## src/rtl/region_draw_scanner.sv

```systemverilog
// region_draw_scanner: walks a screen region in raster order, issuing ROM addresses and plotting
// latency-aligned pixels with off-screen clipping and optional colour keying.
module region_draw_scanner #(
  parameter int SCREEN_W = 160,
  parameter int SCREEN_H = 120,
  parameter int X_W = 8,
  parameter int Y_W = 7,
  parameter int ADDR_W = 15,
  parameter int COLOUR_W = 3,
  parameter int READ_LATENCY = 1,
  parameter int TRANSPARENT_EN = 0,
  parameter int TRANSPARENT_COLOUR = 0
) (
  input  logic                clk,
  input  logic                resetn,
  input  logic                start,
  input  logic                full_screen,
  input  logic [X_W-1:0]      rect_x,
  input  logic [Y_W-1:0]      rect_y,
  input  logic [X_W-1:0]      rect_w,
  input  logic [Y_W-1:0]      rect_h,
  input  logic [ADDR_W-1:0]   base_addr,
  output logic [ADDR_W-1:0]   rom_addr,
  input  logic [COLOUR_W-1:0] rom_data,
  output logic [X_W-1:0]      x,
  output logic [Y_W-1:0]      y,
  output logic [COLOUR_W-1:0] colour,
  output logic                plot,
  output logic                busy,
  output logic                done
);
  localparam int L = READ_LATENCY;
  localparam int DW = $clog2(L + 2);
  localparam logic [X_W:0] SW = (X_W + 1)'(SCREEN_W);
  localparam logic [Y_W:0] SH = (Y_W + 1)'(SCREEN_H);
  typedef enum logic [1:0] {IDLE, SCAN, DRAIN, DONE} state_t;
  state_t state, state_nx;
  logic [X_W-1:0] rx, rw, cx;
  logic [Y_W-1:0] ry, rh, cy;
  logic [DW-1:0] dcnt;
  logic accept, zero, row_end, last, key;
  logic [X_W:0] sx;
  logic [Y_W:0] sy;
  logic [L-1:0] pv, pc;
  logic [X_W-1:0] px [L];
  logic [Y_W-1:0] py [L];
  assign accept = start && (state == IDLE || state == DONE);
  assign zero = !full_screen && (rect_w == '0 || rect_h == '0);
  assign row_end = cx == rw - X_W'(1);
  assign last = row_end && cy == rh - Y_W'(1);
  assign sx = {1'b0, rx} + {1'b0, cx};
  assign sy = {1'b0, ry} + {1'b0, cy};
  assign key = TRANSPARENT_EN != 0 && rom_data == COLOUR_W'(TRANSPARENT_COLOUR);
  assign busy = state == SCAN || state == DRAIN;
  assign done = state == DONE;
  always_comb begin
    state_nx = state;
    case (state)
      IDLE, DONE: state_nx = accept ? (zero ? DONE : SCAN) : IDLE;
      SCAN:       state_nx = last ? DRAIN : SCAN;
      DRAIN:      state_nx = dcnt == DW'(L) ? DONE : DRAIN;
      default:    state_nx = IDLE;
    endcase
  end
  // The counters and rom_addr describe the pixel issued this cycle; the pipeline carries it to the ROM output.
  always_ff @(posedge clk or negedge resetn)
    if (!resetn) begin
      state <= IDLE;
      {rx, ry, rw, rh, cx, cy, dcnt, rom_addr} <= '0;
      pv <= '0;
      pc <= '0;
      for (int i = 0; i < L; i++) begin
        px[i] <= '0;
        py[i] <= '0;
      end
      {x, y, colour, plot} <= '0;
    end else begin
      state <= state_nx;
      dcnt <= state == DRAIN ? dcnt + DW'(1) : '0;
      if (accept) begin
        rx <= full_screen ? '0 : rect_x;
        ry <= full_screen ? '0 : rect_y;
        rw <= full_screen ? X_W'(SCREEN_W) : rect_w;
        rh <= full_screen ? Y_W'(SCREEN_H) : rect_h;
        {cx, cy} <= '0;
        rom_addr <= base_addr;
      end else if (state == SCAN && !last) begin
        cx <= row_end ? '0 : cx + X_W'(1);
        cy <= row_end ? cy + Y_W'(1) : cy;
        rom_addr <= rom_addr + ADDR_W'(1);
      end
      pv[0] <= state == SCAN;
      pc[0] <= sx >= SW || sy >= SH;
      px[0] <= sx[X_W-1:0];
      py[0] <= sy[Y_W-1:0];
      for (int i = 1; i < L; i++) begin
        pv[i] <= pv[i-1];
        pc[i] <= pc[i-1];
        px[i] <= px[i-1];
        py[i] <= py[i-1];
      end
      plot <= pv[L-1] && !pc[L-1] && !key;
      if (pv[L-1]) begin
        x <= px[L-1];
        y <= py[L-1];
        colour <= rom_data;
      end
    end
endmodule

```

## config.mk

```make
export PLATFORM = sky130hd
export DESIGN_NAME = region_draw_scanner
export DESIGN_NICKNAME = d
export VERILOG_FILES = /design/src/rtl/region_draw_scanner.sv
export SDC_FILE = /design/constraint.sdc
export NUM_CORES = 1
export LEC_CHECK = 0
export ABC_AREA = 1
export ABC_CLOCK_PERIOD_IN_PS = 4500
export CELL_PAD_IN_SITES_DETAIL_PLACEMENT = 0
export CELL_PAD_IN_SITES_GLOBAL_PLACEMENT = 1
export CORE_MARGIN = 3
export CORE_UTILIZATION = 43
export DETAILED_ROUTE_END_ITERATION = 10
export GPL_ROUTABILITY_DRIVEN = 1
export PLACE_DENSITY_LB_ADDON = 0.1
export SETUP_SLACK_MARGIN = 0.15
export SLEW_MARGIN = 20
export SYNTH_ARGS = -nofsm -noshare
export SYNTH_HDL_FRONTEND = slang
export SYNTH_SLANG_ARGS = --single-unit
```

## constraint.sdc

```tcl
create_clock -name clk -period 4.5 [get_ports clk]
set_clock_uncertainty 0.05 [all_clocks]
set_input_delay 0.45 -clock clk [delete_from_list [all_inputs] [get_ports clk]]
set_output_delay 0.45 -clock clk [all_outputs]
set_load 0.01 [all_outputs]
```

==> results of run 1 <==
layer usage:
layer | vias to the layer above | part of all wire | GRT usage
met3 | 16 | 0.045 | 0.0311
li1 | 2423 | - | -
met1 | 2090 | 0.49 | 0.251
met5 | - | 0 | 0
met4 | 0 | 0.014 | 0.0594
met2 | 87 | 0.45 | 0.285
cells in the mapped netlist (6+ instances only):
cell      count
a21oi_1      12
a22o_1       13
clkbuf_1     10
dfrtp_1     100
ha_1         24
inv_1        76
nand2_1     249
nand3_1      37
nand4_1      10
nor2_1       49
nor3_1        9
nor4_1        6
o21ai_0      23
o21ai_2      17
xnor2_1      10
xor2_1       22
state kept, by name (all words and copies together), names as in the netlist:
signal / flops
rom_addr: 15
cx: 8
px: 8
rw: 8
rx: 8
x: 8
cy: 7
py: 7
rh: 7
ry: 7
y: 7
colour: 3
dcnt: 2
state: 2
pc: 1
plot: 1
pv: 1
path summary, 6_finish.rpt:
path | from | end | slack (ps)
worst min register to register | pc | plot | 350
max in group asynchronous | resetn | rw[5] | 3290
worst max register to register | state[0] | cy[5] | 2090
worst max-delay path | state[0] | cy[5] | 2090
worst min-delay path | resetn | colour[2] | 170
min in group clk | pc | plot | 350
final cells by class:
class,instances,area share
sequential,100,0.361
clock buffer,10,0.0345
multi-input combinational,506,0.389
tap,172,0.0310
clock inverter,6,0.0101
inverter,83,0.0449
timing repair buffer,91,0.130
critical path, delay by kind of cell (launching register included):
family	cells	cell delay, ps
fa+ha+maj	1	300
flops	1	390
buf+inv	3	1030
compound gates	1	310
simple gates	3	260
stage by stage:
stage                     hold slack [ps]  worst slack (ps)  cells
after global placement                334              2020    952
after detailed placement              343              1950    952
final                                 173              2090    968
after floorplan                       104              2530    705
after CTS                             200              2070    968
after global routing                  246              1860    968
power breakdown:
part           leakage (nW)  internal [W]  switching [W]
sequential             1.29       0.00122       0.000253
combinational          1.99      0.000738       0.000982
clock                 0.147      0.000451       0.000344
total                  3.42       0.00241        0.00158
cells by family after synthesis:
group,Yosys count,share of synthesized area
buffers and inverters,99,0.0709
flip-flops,100,0.447
XOR/XNOR,32,0.0501
AO/OA/AOI/OAI,79,0.0973
adder cells (fa/ha/maj),26,0.0609
AND/OR/NAND/NOR,369,0.273
==> results by group, run 1 <==
Run status
  – Status: complete, no violations

Timing
  – Setup tns final: 0 ps
  – Max-slew violations: 0
  – Rel. slew slack: 0.411
  – Setup Viol. Count Final: 0
  – RSZ-0062 raised after global routing: no
  – Max frequency: 416 MHz
  – Worst Tran Pin Value: 883 ps
  – Final hold violations: 0
  – Tmin final: 2410 ps
  – Crit share post-route: 0.535

Pwr
  – Leakage power: 3.42 nW
  – Peak supply drop: 0.000266 V
  – Pwr dens: 575 mW/mm^2
  – Pwr Total: 0.00399 W

Floorplan
  – Die area: 0.0144 mm^2
  – Effective utilization at floorplan: 0.441
  – Io pins: 88
  – Die Wd: 120 um
  – Die H: 120 um
  – Core area: 0.0127 mm^2
  – Placement row count: 41

Logic synthesis
  – Register area share after synthesis: 0.447
  – Synth top area share: 0.447
  – Synth warn: 0
  – Post-Syn Nets: 783
  – EDFF count, synth: 0
  – Netlist cell types: 35
  – Avg Cell Area, Syn: 7.93 um^2
  – Area leader, netlist: dfrtp_1
  – Syn Inst Count: 705
  – Asr flop ratio synth: 1.00
  – Main synth FF type: dfrtp_1
  – Syn Std Cell Area: 0.00559 mm^2
  – Largest cells by area after synthesis: dfrtp_1 45%, nand2_1 17%, ha_1 5.4%
  – Synth Register Bits: 100

Critical path
  – CP required: 4730 ps
  – Cell mode on critical path: nand2_1
  – Worst setup SP type: flop
  – WS Path Type: reg2reg
  – Crit path cell chain: inv_1, ha_1, nand2_1, clkinv_1, buf_4, a31oi_2, nand2_1, nand2_1
  – Reg2Reg Depth: 8
  – Crit. End Element: flop
  – Crit Path Max Fanout: 23
  – Slowest stage cell, crit path: clkinv_1
  – Worst EP arrival: 2630 ps
  – Slowest stage delay, CP: 530 ps

Detailed routing
  – Drt first pass iters: 5
  – Drt total wl: 12.2 mm
  – Remaining DRCs: 0
  – Routed vias/inst: 4.77
  – DRT iter0 DRCs: 207
  – Routed Antenna Nets: 0
  – Vias: 4616
  – WL per Instance: 12.6 um

Global route
  – Global-route wire length before repair: 21.0 mm
  – GRT Resource Usage Total: 0.180
  – Number of global-route vias before repair: 4448
  – GRT overflow: 0
  – Initial antenna violation count: 0
  – Largest net degree at the start of global routing: 71

Cells and area
  – Layout Nets: 869
  – Commonest non-fill, non-tap cells in the layout: 249 x nand2_1, 100 x dfrtp_1, 86 x clkdlybuf4s50_1
  – Fin util: 0.547
  – Multi-input gate area: 0.00270 mm^2
  – Final instance area: 0.00693 mm^2
  – N_diodes: 0
  – Area delta synth->final: 24.0%
  – Commonest non-fill, non-tap cell in the layout: nand2_1
  – # fillers: 1210
  – Layout cell share with drive strength beyond 1: 0.0678
  – Register area: 0.00250 mm^2

Min path
  – Hold Crit Class: in2async

Place
  – Post-DP Area: 0.00662 mm^2
  – Final HPWL DP: 9.31 mm
  – Buffers on Ports: 87
  – Placer congestion estimate: 0.802

CTS
  – Max H-tree Level: 3
  – Clk Latency, worst-skew pair: 340 ps
  – CTS buffer count: 9
  – Post-CTS Setup Repair Bufs: 0
  – CTS tree: yes
  – Post-cts resize count: 0
  – Clock transition at path regs: 70 ps
  – Num Clock Sinks: 100
  – Root buffer cell: clkbuf_16
  – Hold-fix buffers, CTS: 0
  – Max Root-Sink Buffers: 2

Run
  – Max Cap Viol: 0
(Power assumes the default switching activity.)
==> inputs of run 2 (changes only) <==
Settings changed: ABC_CLOCK_PERIOD_IN_PS 4500 to 2110, CORE_UTILIZATION 43 to 36.
Clock period 4.5 ns to 2.11 ns, I/O delays scaled along.
==> run 2 against run 1 <==
Against the previous run:
- clock power rose by 120%
- register-to-register slack got worse by 2000 ps
- total power increased by 140%
- sequential share of layout area shrank 2.9 points
- critical path depth rose by 8
- setup slack got worse by 2000 ps
- die area up 18%
- final area rose by 8.8%
- clock-buffer cell count unchanged
- worst hold slack improved by 150 ps
- first-iteration DRC count decreased by 24%
- maximum frequency rose by 17%
- critical endpoint is now rom_addr[7]
- highest routed layer unchanged
==> results by group, run 2 (synthesis gave the netlist of run 1 again) <==
Cells and area
  – Max reg flops: 15 (unchanged)
  – Layout cell share with drive strength beyond 1: 0.166 (was 0.0678)
  – Top reg by flops: rom_addr (unchanged)
  – Layout Nets: 907 (was 869)
  – Non-Filler Instances: 1017 (was 968)
  – Final instance area: 0.00754 mm^2 (was 0.00693 mm^2)
  – Area delta synth->final: 34.9% (was 24.0%)
  – N_diodes: 0 (unchanged)
  – Commonest non-fill, non-tap cells in the layout: 228 x nand2_1, 98 x dfrtp_1, 85 x clkdlybuf4s50_1 (was 249 x nand2_1, 100 x dfrtp_1, 86 x clkdlybuf4s50_1)
  – Commonest non-fill, non-tap cell in the layout: nand2_1 (unchanged)

Floorplan
  – Die area: 0.0171 mm^2 (was 0.0144 mm^2)
  – Core area: 0.0149 mm^2 (was 0.0127 mm^2)
  – Placement row count: 44 (was 41)
  – Die Wd: 131 um (was 120 um)
  – Effective utilization at floorplan: 0.376 (was 0.441)
  – Die H: 131 um (was 120 um)
  – Io pins: 88 (unchanged)

Global route
  – Largest net degree at the start of global routing: 43 (was 71)
  – Initial antenna violation count: 0 (unchanged)
  – GRT overflow: 0 (unchanged)
  – Global-route wire length before repair: 22.9 mm (was 21.0 mm)
  – Number of global-route vias before repair: 4668 (was 4448)
  – GRT Resource Usage Total: 0.169 (was 0.180)

Timing
  – Crit share post-route: 0.974 (was 0.535)
  – RSZ-0062 raised after global routing: yes (was no)
  – Max-slew violations: 0 (unchanged)
  – Final hold violations: 0 (unchanged)
  – Setup Viol. Count Final: 0 (unchanged)
  – Rel. slew slack: 0.667 (was 0.411)
  – Max frequency: 486 MHz (was 416 MHz)
  – Worst Tran Pin Value: 496 ps (was 883 ps)
  – Tmin final: 2060 ps (was 2410 ps)
  – Final WS setup: 54.4 ps (was 2090 ps)

Place
  – Buffers on Ports: 87 (unchanged)
  – Final HPWL DP: 10.3 mm (was 9.31 mm)
  – Post-DP Area: 0.00684 mm^2 (was 0.00662 mm^2)
  – Cells after DPL: 984 (was 952)
  – Worst slack at placement: 27.6 ps (was 1950 ps)
  – Placer congestion estimate: 0.829 (was 0.802)

Critical path
  – Worst setup SP type: flop (unchanged)
  – Crit Path Max Fanout: 8 (was 23)
  – CP required: 2310 ps (was 4730 ps)
  – Crit. End Element: flop (unchanged)
  – Worst EP arrival: 2250 ps (was 2630 ps)
  – WS Path Type: reg2reg (unchanged)

Detailed routing
  – WL per Instance: 13.9 um (was 12.6 um)
  – Drt first pass iters: 4 (was 5)
  – Routed vias/inst: 4.79 (was 4.77)
  – Vias: 4876 (was 4616)
  – Drt total wl: 14.1 mm (was 12.2 mm)
  – DRT iter0 DRCs: 157 (was 207)
  – Routed Antenna Nets: 0 (unchanged)
  – Remaining DRCs: 0 (unchanged)

CTS
  – CTS buffer count: 9 (unchanged)
  – CTS tree: yes (unchanged)
  – Num Clock Sinks: 100 (unchanged)
  – Max Root-Sink Buffers: 2 (unchanged)
  – Root buffer cell: clkbuf_16 (unchanged)
  – Max H-tree Level: 3 (unchanged)
  – Clock transition at path regs: 70 ps (about the same)
  – Clk Latency, worst-skew pair: 360 ps (was 340 ps)

Pwr
  – Pwr dens: 1260 mW/mm^2 (was 575 mW/mm^2)
  – Pwr Total: 0.00950 W (was 0.00399 W)
  – Peak supply drop: 0.000516 V (was 0.000266 V)
  – Leakage power: 3.69 nW (was 3.42 nW)

Min path
  – Hold Crit Class: in2async (unchanged)

Run
  – Max Cap Viol: 0 (unchanged)

Run status
  – Status: complete, no violations (unchanged)
-- run 2: worst max-delay path, cell delays in order, from the launching register on --
cell and delay, ps:
dfrtp_1 370, inv_2 60, ha_4 260, inv_2 30, nand2_1 50, nand2_1 60, nor2_2 110, nand2_1 50
nor2_1 100, nand3_1 130, nor2_4 120, nand2_2 70, nand2_4 90, nand2_8 90, clkbuf_16 190, nand2_2 70
o21ai_2 50
-- run 2: final timing paths --
kind	from	to	slack [ps]	cells after the start
hold / removal	resetn	colour[2]	320	2
min in group clk	rom_data[2]	colour[2]	340	3
hold reg to reg	pc	plot	350	1
max in group asynchronous	resetn	rw[0]	1010	3
setup / recovery	rw[1]	rom_addr[7]	50	16
setup reg to reg	rw[1]	rom_addr[7]	50	16
-- run 2: final cells by class --
| cell class | count | area [um^2] |
|---|---|---|
| clock buffers | 10 | 239 |
| repair buffers | 129 | 1290 |
| flip-flops and latches | 100 | 2500 |
| well taps | 184 | 230 |
| clock inverters | 5 | 67.6 |
| multi-input cells | 506 | 2900 |
| fillers | 1452 | 7320 |
| inverters | 83 | 312 |
-- run 2: where the power goes --
part / switching (W) / internal (W)
Sequential: 0.000492 / 0.00260
Combinational: 0.00253 / 0.00213
Clock: 0.000775 / 0.000965
-- run 2: metrics by stage --
step            util  hold slack (ps)  setup TNS, ps
4_1_cts        0.485              320              0
5_1_grt        0.507              331          -1800
3_5_place_dp   0.460              175              0
2_1_floorplan      -             -135              0
3_3_place_gp   0.460              166              0
6_report       0.507              321              0
-- run 2: routing by layer --
layer | global-route usage | vias to the layer above | wire length [um]
li1 | - | 2502 | -
met4 | 0.0436 | 0 | 157
met2 | 0.263 | 73 | 6520
met5 | 0 | - | 0
met3 | 0.0378 | 11 | 558
met1 | 0.240 | 2290 | 6880
-- run 2: repair_timing --
item / CTS / global route
pin swaps: 1 / 32
setup buffers: 4 / 9
gates cloned: 0 / 4
setup endpoints to repair: 32 / 33
hold buffers: 1 / 0
gates resized for setup: 13 / 52
hold endpoints to repair: 37 / 0
